$ cat src/rtl/imem_boot_loader_pkg.sv
// imem_boot_loader_pkg: shared FSM state encoding and sizing constants for the boot loader
package imem_boot_loader_pkg;
  localparam int ADDR_W_DEF = 16;
  localparam int BYTES_PER_WORD = 4;
  typedef enum logic [2:0] {IDLE, LOAD, WRITE, DONE, RUN} state_t;
endpackage

$ cat src/rtl/imem_boot_loader_if.sv
// imem_boot_loader_if: load control, byte stream, CPU fetch address and instruction-memory write port
// slave = loader side, master = driver/CPU/memory side
interface imem_boot_loader_if;
  logic        load_start;
  logic [15:0] word_count;
  logic        byte_valid;
  logic [7:0]  byte_data;
  logic        byte_ready;
  logic [31:0] fetch_addr;
  logic [31:0] mem_addr;
  logic [31:0] mem_wdata;
  logic        mem_we;
  logic        cpu_run;
  logic        load_done;
  modport slave (
    input  load_start, word_count, byte_valid, byte_data, fetch_addr,
    output byte_ready, mem_addr, mem_wdata, mem_we, cpu_run, load_done
  );
  modport master (
    output load_start, word_count, byte_valid, byte_data, fetch_addr,
    input  byte_ready, mem_addr, mem_wdata, mem_we, cpu_run, load_done
  );
endinterface

$ cat src/rtl/imem_boot_loader_word_packer.sv
// word_packer: shifts four accepted bytes into a 32-bit word in the configured byte order
// clk/rst, clr restarts the byte count, en = byte accepted, data = byte, word = packed word, last = en on the 4th byte
module word_packer
  import imem_boot_loader_pkg::*;
#(
  parameter bit BIG_ENDIAN = 1'b1
) (
  input  logic        clk,
  input  logic        rst,
  input  logic        clr,
  input  logic        en,
  input  logic [7:0]  data,
  output logic [31:0] word,
  output logic        last
);
  logic [1:0] cnt;
  always_ff @(posedge clk) begin
    if (rst) begin
      cnt  <= '0;
      word <= '0;
    end else if (clr) begin
      cnt <= '0;
    end else if (en) begin
      cnt  <= cnt + 2'd1;
      word <= BIG_ENDIAN ? {word[23:0], data} : {data, word[31:8]};
    end
  end
  // the 2-bit count wraps to 0 on the byte that completes the word
  assign last = en && cnt == 2'(BYTES_PER_WORD - 1);
endmodule

$ cat src/rtl/imem_boot_loader.sv
// imem_boot_loader: loads a byte-streamed program into instruction memory, then releases the CPU
// clk/rst plain; bus (slave) carries load control, byte stream, fetch address and memory write port
module imem_boot_loader
  import imem_boot_loader_pkg::*;
#(
  parameter int ADDR_W     = ADDR_W_DEF,
  parameter bit BIG_ENDIAN = 1'b1
) (
  input logic                clk,
  input logic                rst,
  imem_boot_loader_if.slave  bus
);
  state_t            state, nxt;
  logic [ADDR_W-1:0] word_ptr;
  logic [15:0]       count, written;
  logic [31:0]       packed_word;
  logic              start, xfer, last;
  assign start = bus.load_start && (state == IDLE || state == RUN);
  assign xfer  = bus.byte_valid && bus.byte_ready;
  word_packer #(.BIG_ENDIAN(BIG_ENDIAN)) u_packer (
    .clk  (clk),
    .rst  (rst),
    .clr  (start),
    .en   (xfer),
    .data (bus.byte_data),
    .word (packed_word),
    .last (last)
  );
  always_ff @(posedge clk) begin
    if (rst) state <= IDLE;
    else     state <= nxt;
  end
  // written counts words independently of word_ptr, which wraps with the memory size
  always_ff @(posedge clk) begin
    if (rst) begin
      word_ptr <= '0;
      count    <= '0;
      written  <= '0;
    end else if (start) begin
      word_ptr <= '0;
      count    <= bus.word_count;
      written  <= '0;
    end else if (state == WRITE) begin
      word_ptr <= word_ptr + ADDR_W'(1);
      written  <= written + 16'd1;
    end
  end
  always_comb begin
    nxt = state;
    unique case (state)
      IDLE, RUN: nxt = start ? (bus.word_count == 16'd0 ? DONE : LOAD) : state;
      LOAD:      nxt = last ? WRITE : LOAD;
      WRITE:     nxt = written + 16'd1 == count ? DONE : LOAD;
      DONE:      nxt = RUN;
      default:   nxt = IDLE;
    endcase
  end
  always_comb begin
    bus.byte_ready = state == LOAD;
    bus.mem_we     = state == WRITE;
    bus.cpu_run    = state == RUN;
    bus.load_done  = state == DONE;
    bus.mem_wdata  = packed_word;
    bus.mem_addr   = state == RUN ? bus.fetch_addr : 32'({word_ptr, 2'b00});
  end
endmodule

$ cat src/flat_wrapper.sv
// flat-port wrapper written by rule: the top's interface ports become plain ports
module imem_boot_loader_flat import imem_boot_loader_pkg::*;
#(
  parameter int ADDR_W     = ADDR_W_DEF,
  parameter bit BIG_ENDIAN = 1'b1
)
  (clk, rst, bus_load_start, bus_word_count, bus_byte_valid, bus_byte_data, bus_fetch_addr, bus_byte_ready, bus_mem_addr, bus_mem_wdata, bus_mem_we, bus_cpu_run, bus_load_done);
  imem_boot_loader_if bus_i ();
  input logic clk;
  input logic rst;
  input wire logic [$bits(bus_i.load_start)-1:0] bus_load_start;
  input wire logic [$bits(bus_i.word_count)-1:0] bus_word_count;
  input wire logic [$bits(bus_i.byte_valid)-1:0] bus_byte_valid;
  input wire logic [$bits(bus_i.byte_data)-1:0] bus_byte_data;
  input wire logic [$bits(bus_i.fetch_addr)-1:0] bus_fetch_addr;
  output wire logic [$bits(bus_i.byte_ready)-1:0] bus_byte_ready;
  output wire logic [$bits(bus_i.mem_addr)-1:0] bus_mem_addr;
  output wire logic [$bits(bus_i.mem_wdata)-1:0] bus_mem_wdata;
  output wire logic [$bits(bus_i.mem_we)-1:0] bus_mem_we;
  output wire logic [$bits(bus_i.cpu_run)-1:0] bus_cpu_run;
  output wire logic [$bits(bus_i.load_done)-1:0] bus_load_done;
  assign bus_i.load_start = bus_load_start;
  assign bus_i.word_count = bus_word_count;
  assign bus_i.byte_valid = bus_byte_valid;
  assign bus_i.byte_data = bus_byte_data;
  assign bus_i.fetch_addr = bus_fetch_addr;
  assign bus_byte_ready = bus_i.byte_ready;
  assign bus_mem_addr = bus_i.mem_addr;
  assign bus_mem_wdata = bus_i.mem_wdata;
  assign bus_mem_we = bus_i.mem_we;
  assign bus_cpu_run = bus_i.cpu_run;
  assign bus_load_done = bus_i.load_done;
  imem_boot_loader #(.ADDR_W(ADDR_W), .BIG_ENDIAN(BIG_ENDIAN)) u_core (.clk(clk), .rst(rst), .bus(bus_i));
endmodule
$ cat config.mk
export PLATFORM = sky130hd
export DESIGN_NAME = imem_boot_loader_flat
export DESIGN_NICKNAME = d
export VERILOG_FILES = /design/src/rtl/imem_boot_loader_pkg.sv /design/src/rtl/imem_boot_loader_if.sv /design/src/rtl/imem_boot_loader_word_packer.sv /design/src/rtl/imem_boot_loader.sv /design/src/flat_wrapper.sv
export SDC_FILE = /design/constraint.sdc
export NUM_CORES = 1
export LEC_CHECK = 0
export ABC_AREA = 0
export BUFFER_PORTS_ARGS = -buffer_cell sky130_fd_sc_hd__buf_4
export CELL_PAD_IN_SITES_DETAIL_PLACEMENT = 1
export CELL_PAD_IN_SITES_GLOBAL_PLACEMENT = 1
export CORE_MARGIN = 2
export CORE_UTILIZATION = 40
export DETAILED_ROUTE_END_ITERATION = 7
export PLACE_DENSITY = 0.85
export SLEW_MARGIN = 10
export SYNTH_ARGS = -nofsm -noshare
export SYNTH_HDL_FRONTEND = slang
export SYNTH_SLANG_ARGS = --single-unit
$ cat constraint.sdc
create_clock -name clk -period 5.3 [get_ports clk]
set_clock_uncertainty 0.15 [all_clocks]
set_input_delay 1.06 -clock clk [delete_from_list [all_inputs] [get_ports clk]]
set_output_delay 1.06 -clock clk [all_outputs]
set_load 0.1 [all_outputs]
; ---- Word-level counts from Yosys, hierarchy flattened
; Index checks and enable logic that the tools add are counted.
[word_totals]
register_bits = 85
inputBits = 60
output_inout_bits = 68
word_cells = 32
[op_classes]
addsub = 3
n_eq_ne = 7
n_mux = 6
bitwise_logic = 1
reduce_logical = 9
[op_table]
columns = op, count
row1 = "adder 16 x 1 -> 16 bit, second input constant", 2
row2 = two-way mux 32 bit, 1
row3 = equality test 16 bit, 1
row4 = zero test 16 bit, 1
row5 = case mux 3 bit (4 select lines), 1
row6 = "equality test 3 x 2 -> 1 bit, second input constant", 2
row7 = two-way mux 2 bit, 3
row8 = OR reduction 2 bit, 2
row9 = "equality test 3 x 1 -> 1 bit, second input constant", 1
row10 = "equality test 3 bit, second input constant", 1
row11 = logical AND 1 bit, 3
row12 = zero test 3 bit, 1
row13 = two-way mux 3 bit, 1
row14 = "adder 2 x 1 -> 2 bit, second input constant", 1
row15 = "equality test 2 bit, second input constant", 1
row16 = "!= test 2 x 1 -> 1 bit, second input constant", 1
row17 = AND reduction 2 bit, 1
row18 = logical OR 1 bit, 1
row19 = inverter 1 bit, 1

; ---- Longest topological paths before layout
; Gate-level depths: netlist of the first run.
[logic_depth]
depth_word = 5
depth_mapped = 7

; ---- By module
; Synthesis of the first run repeated with hierarchy kept, for this count alone.
[unflattened]
cells_unflattened = 484
area_unflattened_um2 = 4336.7
[by_module_without_submodules]
columns = mod, instances, cells_each, area_each_um2, seq_area_each_um2
row1 = imem_boot_loader, 1, 360, 2960.3, 1021.0
row2 = word_packer, 1, 124, 1376.3, 680.7

; ---- Worst setup path after synthesis of the first run
; OpenSTA, ideal clock, no wires.
[synth_timing]
path_kind = register to output
startpoint = register u_core.state[1]
endpoint = output port bus_mem_addr[12]
arrival_ps = 3647
required_ps = 4090
path_slack_ps = 443
path_stages_with_launch = 5
n_path_buf = 1
path_cell_list = dfxtp_1 nor2_1 and2_1 clkbuf_1 o21ai_0
[synth_via]
elab_chain_len = 2
[synth_rtl]
columns = element, line
row1 = from (decl), imem_boot_loader.sv:13  ; state_t state, nxt;
row2 = from (signal assigned), imem_boot_loader.sv:31  ; else state <= nxt;
row3 = equality test 3 bit, --
row4 = net bus_cpu_run, flat_wrapper.sv:20  ; output wire logic [$bits(bus_i.cpu_run)-1:0] bus_cpu_run;
row5 = two-way mux 32 bit, imem_boot_loader.sv:64  ; bus.mem_addr = state == RUN ? bus.fetch_addr : 32'({word_ptr, 2'b00});
row6 = to (decl), flat_wrapper.sv:17  ; output wire logic [$bits(bus_i.mem_addr)-1:0] bus_mem_addr;
; The timed path passes the listed nets, and every way through them passes these cells.

; ---- Worst setup path in the final report of the first run
[layout_timing]
startpoint = register u_core.state[0]
endpoint = output port bus_mem_addr[4]
[layout_via]
elab_chain_len = 2
[layout_rtl]
columns = element, line
row1 = equality test 3 bit, imem_boot_loader.sv:64
row2 = two-way mux 32 bit, imem_boot_loader.sv:64
; No other way between the ends.

==> impl_results.md, run 1 <==
- Layout cell share with drive strength beyond 1: 0.267
- R2R Path Start: u_core.written[0]$_SDFFE_PP0P_
- CP Capture Type: output pin
- CTS max path bufs: 2
- Wire length of the first global-routing pass: 19.1 mm
- Port Buf Inserts: 127
- Wire per inst: 15.5 µm
- Critical path's slowest cell: and2_1
- Clock H-tree levels: 3
- Post-synth ARST share: 0
- Min-Delay Path Depth: 2
- Dpl hpwl: 8.80 mm
- Synth Register Bits: 85
- Critical path's largest stage delay: 0.75 ns
- Clock Latency Late Sink: 0.36 ns
- DRT antenna net count: 0
- Synth top area share: 0.412
- Post-route DRC violation count: 0
- Area Growth Syn to Fin: 29.1%
- CTS sink count: 85
- # fillers: 1254
- Post-synth cell types: 54
- Hold Crit Class: flip-flop to flip-flop
- Syn Nets: 577
- Post-Synthesis Cells: 514
- Worst R2R End: u_core.state[1]$_SDFFE_PP0P_
- Seq/Total Area, Yosys: 0.412
- GRT Util Overall: 0.210
- Max-slew violations: 0
- Final nets: 684
- Fin crit period: 4.06 ns
- Initial antenna violation count: 0
- Final global-route overflow total: 0
- Worst setup SP type: flip-flop
- Post-cts resize count: 0
- Die W: 106 µm
- Hold Crit Endpoint: u_core.u_packer.word[28]$_SDFFE_PP0P_
- Final hold viol count: 0
- Main flop type after synthesis: dfxtp_1
- Pwr Total: 1270 µW
- Number of global-route vias before repair: 4070
- Die area: 11200 µm²
- Largest net degree at the start of global routing: 52
- Multi-input combinational cell area: 2250 µm²
- Synth Warn #: 0
- Fmax: 246 MHz
- Hold Startpoint: u_core.u_packer.word[28]$_SDFFE_PP0P_
- Row cnt: 37
- Yosys top cell by area: dfxtp_1
- Initial Util: 0.406
- Static leakage: 0.00217 µW
- Worst R2R Path Depth: 6
- Most common cell after layout, fill and taps aside: buf_4
- Critical path's top delay family: simple AND/OR/NAND/NOR gates
- Relative slew margins: 0.296
- RSZ-0062 raised after global routing: false
- Setup WS post-layout: 1.24 ns
- CTS tree: built
- Core Region: 10200 µm²
- Setup Buffers After CTS: 0
- Cts hold-fix bufs: 0
- Routed wire length: 11.8 mm
- Die Span Y: 106 µm
- Average size of a mapped cell: 8.04 µm²
- Reg2reg setup slack: 2.79 ns
- Worst Path Max Fanout: 21
- Worst-Margin Slew: 1.05 ns
- Clock Pin Slew Worst Setup and Hold Paths: 0.09 ns
- Crit path required time: 4.09 ns
- # diodes: 0
- CTS buffer count: 9
- Status: finished, final reports clean
- Final setup fails: 0
- Setup_tns: 0 ns
- Cell Chain, Critical Path: nor2_1 > and2_1 > mux2_2 > buf_4
- CP startpoint: u_core.state[0]$_SDFFE_PP0P_
- CP Data Arrival Time: 2.85 ns
- Detailed Routing Iterations Pass 1: 4
- Number of synthesized flops with an enable pin: 0
- Crit share post-route: 0.766
- Worst slack, placed: 1.62 ns
- Pwr Density: 239 nW/µm²
- Most frequent cells in the layout: buf_4 (131), nand2_1 (115), dfxtp_1 (85)
- Worst Path Buf+Inv: 1
- Utilization after layout: 0.524
- Max IR drop VDD: 0.141 mV
- Final RePlAce weighted congestion: 0.875
- Synth area leaders: dfxtp_1 (41%), nand2_1 (10%), a21oi_1 (7.3%)
- DRT iter0 DRCs: 99
- CTS root buf: clkbuf_8
- Maxcap violations: 0
- I/O pin count: 128
- Routed vias/inst: 5.25
- Setup CP Type: flip-flop to output pin
- Register Area: 1700 µm²
- Vias: 3993
- Mapped cell area: 4130 µm²
[layer usage]
layer,wire length [µm],track usage,vias up
met5,0,0,-
met4,204,0.0667,0
met3,617,0.0600,17
met2,5990,0.362,92
met1,4960,0.251,1914
li1,-,-,1970
[cells by family (layout without fill, tap and decap cells)]
kind of cell,count (synthesis),in the layout,synth area share
AND/OR/NAND/NOR,240,240,0.280
adder cells (fa/ha/maj),3,3,0.00909
AO/OA/AOI/OAI,89,89,0.125
XOR/XNOR,41,41,0.0906
flip-flops,85,85,0.412
multiplexers,15,15,0.0403
buffers and inverters,41,152,0.0436
[metrics by stage]
stage / cells / area (µm²) / hold slack, ns
after global routing: 761 / 5330 / 0.331
after detailed placement: 746 / 5130 / 0.298
after global placement: 746 / 5130 / 0.293
after CTS: 761 / 5330 / 0.309
final: 761 / 5330 / 0.306
after floorplan: 514 / 4130 / 0.290
[power breakdown]
part | internal (µW) | switching (µW) | total [µW]
registers | 650 | 10.3 | 660
logic | 52.5 | 83.1 | 136
clock network | 244 | 235 | 478
total | 946 | 328 | 1270
[cell usage after synthesis, types with 6 or more instances]
cell type / number
inv_1: 6
nor4_1: 8
nor3_1: 10
nand4_1: 10
a21oi_1: 60
dfxtp_1: 85
xnor2_1: 26
o21ai_0: 11
nand3_1: 11
mux2_2: 13
clkbuf_1: 26
or3_1: 7
nand2_1: 115
nor2_1: 32
xor2_1: 14
and3_1: 22
buf_2: 6
[how the worst max path moves through the flow]
stage / to / slack (ns) / depth (start not counted)
finish: bus_mem_addr[4] / 1.24 / 4
global route: bus_mem_addr[9] / 0.99 / 4
CTS: bus_mem_addr[2] / 1.22 / 4
detailed placement: bus_mem_addr[2] / 1.62 / 4
global placement: bus_mem_addr[7] / 1.79 / 4
floorplan: bus_mem_addr[12] / 0.44 / 4
[cell type report]
cell class,instances,area share
clock buffer,11,0.0284
clock inverter,4,0.0103
tap,136,0.0319
inverter,6,0.00422
sequential,85,0.319
timing repair buffer,131,0.184
multi-input combinational,388,0.422
[worst reg2reg max path, stage by stage (launching register included)]
cell     delay (ns)
dfxtp_1        0.49
ha_1           0.33
nand3_1        0.23
or3_1          0.39
o211a_1        0.24
a211o_1        0.24
o41ai_2        0.35
[registers in the layout, indices dropped and copies added, names as in the netlist]
name                  count
u_core.written           16
u_core.word_ptr          16
u_core.state              3
u_core.count             16
u_core.u_packer.cnt       2
u_core.u_packer.word     32
Power figures use the tool's default switching activity.
==> run 2: changes to the inputs <==
- CORE_UTILIZATION: 40 -> 37
- PLACE_DENSITY: 0.85 -> 0.79
- clock period: 5.3 -> 4.2 ns (I/O delays scaled with it)
==> run 2 against run 1 <==
Against the previous run: routed wire length up 1.8%; via count fell by 0.95%; clock power increased by 39%; largest cell class unchanged.
==> impl_results.md, run 2 (synthesis gave the netlist of run 1 again) <==
- Maxcap violations: 0
- Fmax: 291 MHz
- DRT iter0 DRCs: 115
- Post-route DRC violation count: 0
- CTS max path bufs: 2
- Worst-Margin Slew: 1.10 ns
- Dpl hpwl: 9.16 mm
- Wire length of the first global-routing pass: 19.2 mm
- CTS sink count: 85
- Largest net degree at the start of global routing: 52
- Final hold viol count: 0
- Static leakage: 0.00219 µW
- # diodes: 0
- Area Growth Syn to Fin: 30.0%
- Layout Cells excl Fill: 767
- Clock Latency Late Sink: 0.36 ns
- Utilization after layout: 0.493
- Max-slew violations: 0
- Final setup fails: 0
- Die W: 110 µm
- Most common cell after layout, fill and taps aside: buf_4
- Final nets: 685
- CP Data Arrival Time: 2.45 ns
- Cts hold-fix bufs: 0
- Port Buf Inserts: 127
- Crit share post-route: 0.819
- Row cnt: 38
- Initial antenna violation count: 0
- Layout cell share with drive strength beyond 1: 0.270
- I/O pin count: 128
- Critical path's top delay family: simple AND/OR/NAND/NOR gates
- Number of global-route vias before repair: 3961
- Critical path's slowest cell: and2_1
- GRT Util Overall: 0.202
- Detailed Routing Iterations Pass 1: 4
- RSZ-0062 raised after global routing: false
- Max IR drop VDD: 0.206 mV
- Final global-route overflow total: 0
- Relative slew margins: 0.266
- Routed wire length: 12.0 mm
- Crit path required time: 3.21 ns
- Setup CP Type: flip-flop to output pin
- Vias: 3955
- Core Region: 10900 µm²
- Final instance area: 5370 µm²
- Hold Crit Class: flip-flop to flip-flop
- Biggest register: u_core.u_packer.word
- Final RePlAce weighted congestion: 0.875
- Fin crit period: 3.44 ns
- DRT antenna net count: 0
- Placed inst area: 5140 µm²
- Die Span Y: 110 µm
- Worst Path Buf+Inv: 1
- Initial Util: 0.379
- Routed vias/inst: 5.16
- CTS tree: built
- Worst setup SP type: flip-flop
- Die area: 12000 µm²
- Largest register FFs: 32
- Clock H-tree levels: 3
- Critical path's largest stage delay: 0.77 ns
- DP Cell Count: 751
- Setup Buffers After CTS: 0
- CTS buffer count: 9
- Most frequent cells in the layout: buf_4 (132), nand2_1 (115), dfxtp_1 (85)
- Pwr Total: 1670 µW
- Status: finished, final reports clean
- CP Capture Type: output pin
- Clock Pin Slew Worst Setup and Hold Paths: 0.08 ns
- Wire per inst: 15.6 µm
- Cell Chain, Critical Path: and2_1 > mux2_2 > buf_4
- Post-cts resize count: 0
- Worst Path Max Fanout: 21
- CTS root buf: clkbuf_8
- Pwr Density: 311 nW/µm²
run 2: area by class of cell:
class	count	area (µm²)
clock buffer	10	138
clock inverter	6	95.1
fill	1339	5520
inverter	6	22.5
multi-input combinational	388	2250
sequential	85	1700
tap	140	175
timing repair buffer	132	991
run 2: per-layer routing:
| metal | track usage | vias up | part of all wire |
|---|---|---|---|
| met5 | 0 | - | 0 |
| met3 | 0.0539 | 10 | 0.048 |
| met1 | 0.237 | 1892 | 0.42 |
| met2 | 0.368 | 74 | 0.52 |
| met4 | 0.0398 | 0 | 0.0074 |
| li1 | - | 1979 | - |
run 2: stage by stage:
step                      hold WS, ns  setup slack [ns]  TNS, ns
after global placement          0.294              1.26        0
after floorplan                 0.290            -0.437    -1.31
final                           0.309             0.762        0
after CTS                       0.315             0.752        0
after detailed placement        0.301              1.14        0
after global routing            0.340             0.614        0
run 2: worst min-delay path: cells and delay by family (launching register included):
| kind | cells | cell delay (ns) |
|---|---|---|
| DFF | 1 | 0.32 |
| and+or+nand+nor | 1 | 0.05 |
| AOI/OAI and AO/OA | 1 | 0.05 |
run 2: final timing paths:
path / startpoint / to / cells past startpoint / slack [ns]
min: u_core.u_packer.word[27]$_SDFFE_PP0P_ / u_core.u_packer.word[27]$_SDFFE_PP0P_ / 2 / 0.31
max reg2reg: u_core.state[2]$_SDFFE_PP0P_ / u_core.word_ptr[15]$_SDFFE_PP0P_ / 5 / 1.67
max: u_core.state[2]$_SDFFE_PP0P_ / bus_mem_addr[6] / 3 / 0.76
min reg2reg: u_core.u_packer.word[27]$_SDFFE_PP0P_ / u_core.u_packer.word[27]$_SDFFE_PP0P_ / 2 / 0.31
run 2: power breakdown:
group / switching, µW / internal (µW) / total (µW)
logic: 105 / 67.2 / 172
registers: 13.2 / 820 / 833
clock network: 309 / 357 / 666
total: 427 / 1240 / 1670
==> run 3: changes to the inputs <==
- clock period: 4.2 -> 3.27 ns (I/O delays scaled with it)
==> run 3 against run 2 <==
Against the previous run: critical path depth grew 1; power grew 31%; final cell count grew 0.65%; sequential share of layout area shrank 0.29 points; design area grew 0.91%; die area is the same; first-iteration DRC count grew 57%; worst setup slack lost 0.39 ns; largest power group unchanged.
==> impl_results.md, run 3 (synthesis gave the netlist of run 1 again) <==
- Wire length of the first global-routing pass: 19.6 mm
- Sequential Power Share: 0.489
- GRT Util Overall: 0.207
- Status: finished, final reports clean
- # diodes: 0
- CP Data Arrival Time: 2.10 ns
- Area Growth Syn to Fin: 31.2%
- Hold Crit Class: flip-flop to flip-flop
- R2R Path Start: u_core.written[0]$_SDFFE_PP0P_
- Pwr Density: 404 nW/µm²
- CTS sink count: 85
- Most frequent cells in the layout: buf_4 (137), nand2_1 (115), dfxtp_1 (85)
- Port Buf Inserts: 127
- Crit share post-route: 0.887
- Final setup fails: 0
- Initial Util: 0.379
- CTS root buf: clkbuf_8
- Fmax: 345 MHz
- Final hold viol count: 0
- CP startpoint: u_core.state[2]$_SDFFE_PP0P_
- Vias: 3957
- Die W: 110 µm
- Layout Cells excl Fill: 772
- CTS buffer count: 9
- Worst Setup EP: bus_mem_addr[3]
- CTS tree: built
- Most common cell after layout, fill and taps aside: buf_4
- Final global-route overflow total: 0
- Setup CP Type: flip-flop to output pin
- RSZ-0062 raised after global routing: false
- DRT iter0 DRCs: 180
- Crit path required time: 2.47 ns
- Number of global-route vias before repair: 4056
- Relative slew margins: 0.649
- Core Region: 10900 µm²
- DP Cell Count: 756
- DRT antenna net count: 0
- Worst-Margin Slew: 0.521 ns
- Setup Buffers After CTS: 0
- Sw frac: 0.246
- Clock Power Share: 0.408
- Reg2reg setup slack: 0.82 ns
- Post-route DRC violation count: 0
- Clock Latency Late Sink: 0.35 ns
- Clock Pin Slew Worst Setup and Hold Paths: 0.09 ns
- Initial antenna violation count: 0
- Internal Power: 1650 µW
- Cts hold-fix bufs: 0
- Final RePlAce weighted congestion: 0.898
- Max-slew violations: 0
- Detailed Routing Iterations Pass 1: 4
- Row cnt: 38
- Largest register FFs: 32
- Static leakage: 0.00222 µW
- CTS max path bufs: 2
- Die Span Y: 110 µm
- Largest net degree at the start of global routing: 52
- Logic gate share of total power: 0.103
- # fillers: 1338
- Final nets: 690
- Worst R2R End: u_core.state[1]$_SDFFE_PP0P_
- Utilization after layout: 0.498
- Clock H-tree levels: 3
- Worst slack, placed: 0.744 ns
- Setup WS post-layout: 0.370 ns
- Layout cell share with drive strength beyond 1: 0.275
- Wire per inst: 15.8 µm
- Sw power: 538 µW
- Fin crit period: 2.90 ns
- Post-cts resize count: 0
- Routed wire length: 12.2 mm
- CP Capture Type: output pin
- Die area: 12000 µm²
- Max IR drop VDD: 0.263 mV
- I/O pin count: 128
- Worst R2R Path Depth: 6
- Pwr Total: 2190 µW
- Maxcap violations: 0
- Dpl hpwl: 9.17 mm
- Worst setup SP type: flip-flop
- Routed vias/inst: 5.13
- Worst Path Max Fanout: 21
- Biggest register: u_core.u_packer.word
- Hold_ws: 0.311 ns
[run 3: changes by cell type in the layout (fill, tap and decap cells not counted), sizes merged]
cell and change:
buf +5, bufinv +1, clkinv -1, clkinvlp +1, inv -1
[run 3: worst min-delay path by stage]
stage,slack [ns],cells past startpoint,start,endpoint
after floorplan,0.29,2,u_core.u_packer.cnt[1]$_SDFFE_PP0P_,u_core.u_packer.cnt[1]$_SDFFE_PP0P_
after global placement,0.29,2,u_core.u_packer.word[30]$_SDFFE_PP0P_,u_core.u_packer.word[30]$_SDFFE_PP0P_
after detailed placement,0.30,2,u_core.u_packer.word[28]$_SDFFE_PP0P_,u_core.u_packer.word[28]$_SDFFE_PP0P_
after CTS,0.31,2,u_core.u_packer.word[28]$_SDFFE_PP0P_,u_core.u_packer.word[28]$_SDFFE_PP0P_
after global routing,0.33,2,u_core.u_packer.word[25]$_SDFFE_PP0P_,u_core.u_packer.word[25]$_SDFFE_PP0P_
final,0.31,2,u_core.u_packer.word[28]$_SDFFE_PP0P_,u_core.u_packer.word[28]$_SDFFE_PP0P_
[run 3: power groups by stage]
| stage | clock network (µW) | registers (µW) | logic [µW] |
|---|---|---|---|
| after floorplan | 0 | 1120 | 100 |
| after global placement | 0 | 1090 | 221 |
| after detailed placement | 0 | 1100 | 227 |
| after CTS | 920 | 1070 | 229 |
| after global routing | 964 | 1070 | 246 |
| final | 892 | 1070 | 226 |
[run 3: critical path: stages (launching register included)]
cell and delay, ns:
dfxtp_1 0.65, and2_1 0.21, buf_4 0.25, mux2_2 0.38, buf_4 0.24
[run 3: cell type report]
type	count	area, µm²	area share
Inverter	6	22.5	0.00415
Timing Repair Buffer	137	1030	0.190
Clock inverter	6	111	0.0205
Multi-Input combinational cell	388	2250	0.416
Tap cell	140	175	0.0323
Sequential cell	85	1700	0.314
Clock buffer	10	128	0.0235
[run 3: per-layer routing]
layer	wire [µm]	global-route usage	up-vias
met2	6410	0.371	72
met5	0	0	-
met1	5150	0.244	1891
met3	491	0.0397	10
met4	142	0.0805	0
li1	-	-	1984
[run 3: through the flow]
step / instance area [µm²] / TNS, ns
6_report: 5420 / 0
5_1_grt: 5420 / 0
4_1_cts: 5420 / 0
3_5_place_dp: 5180 / 0
3_3_place_gp: 5180 / 0
2_1_floorplan: 4140 / -0.580
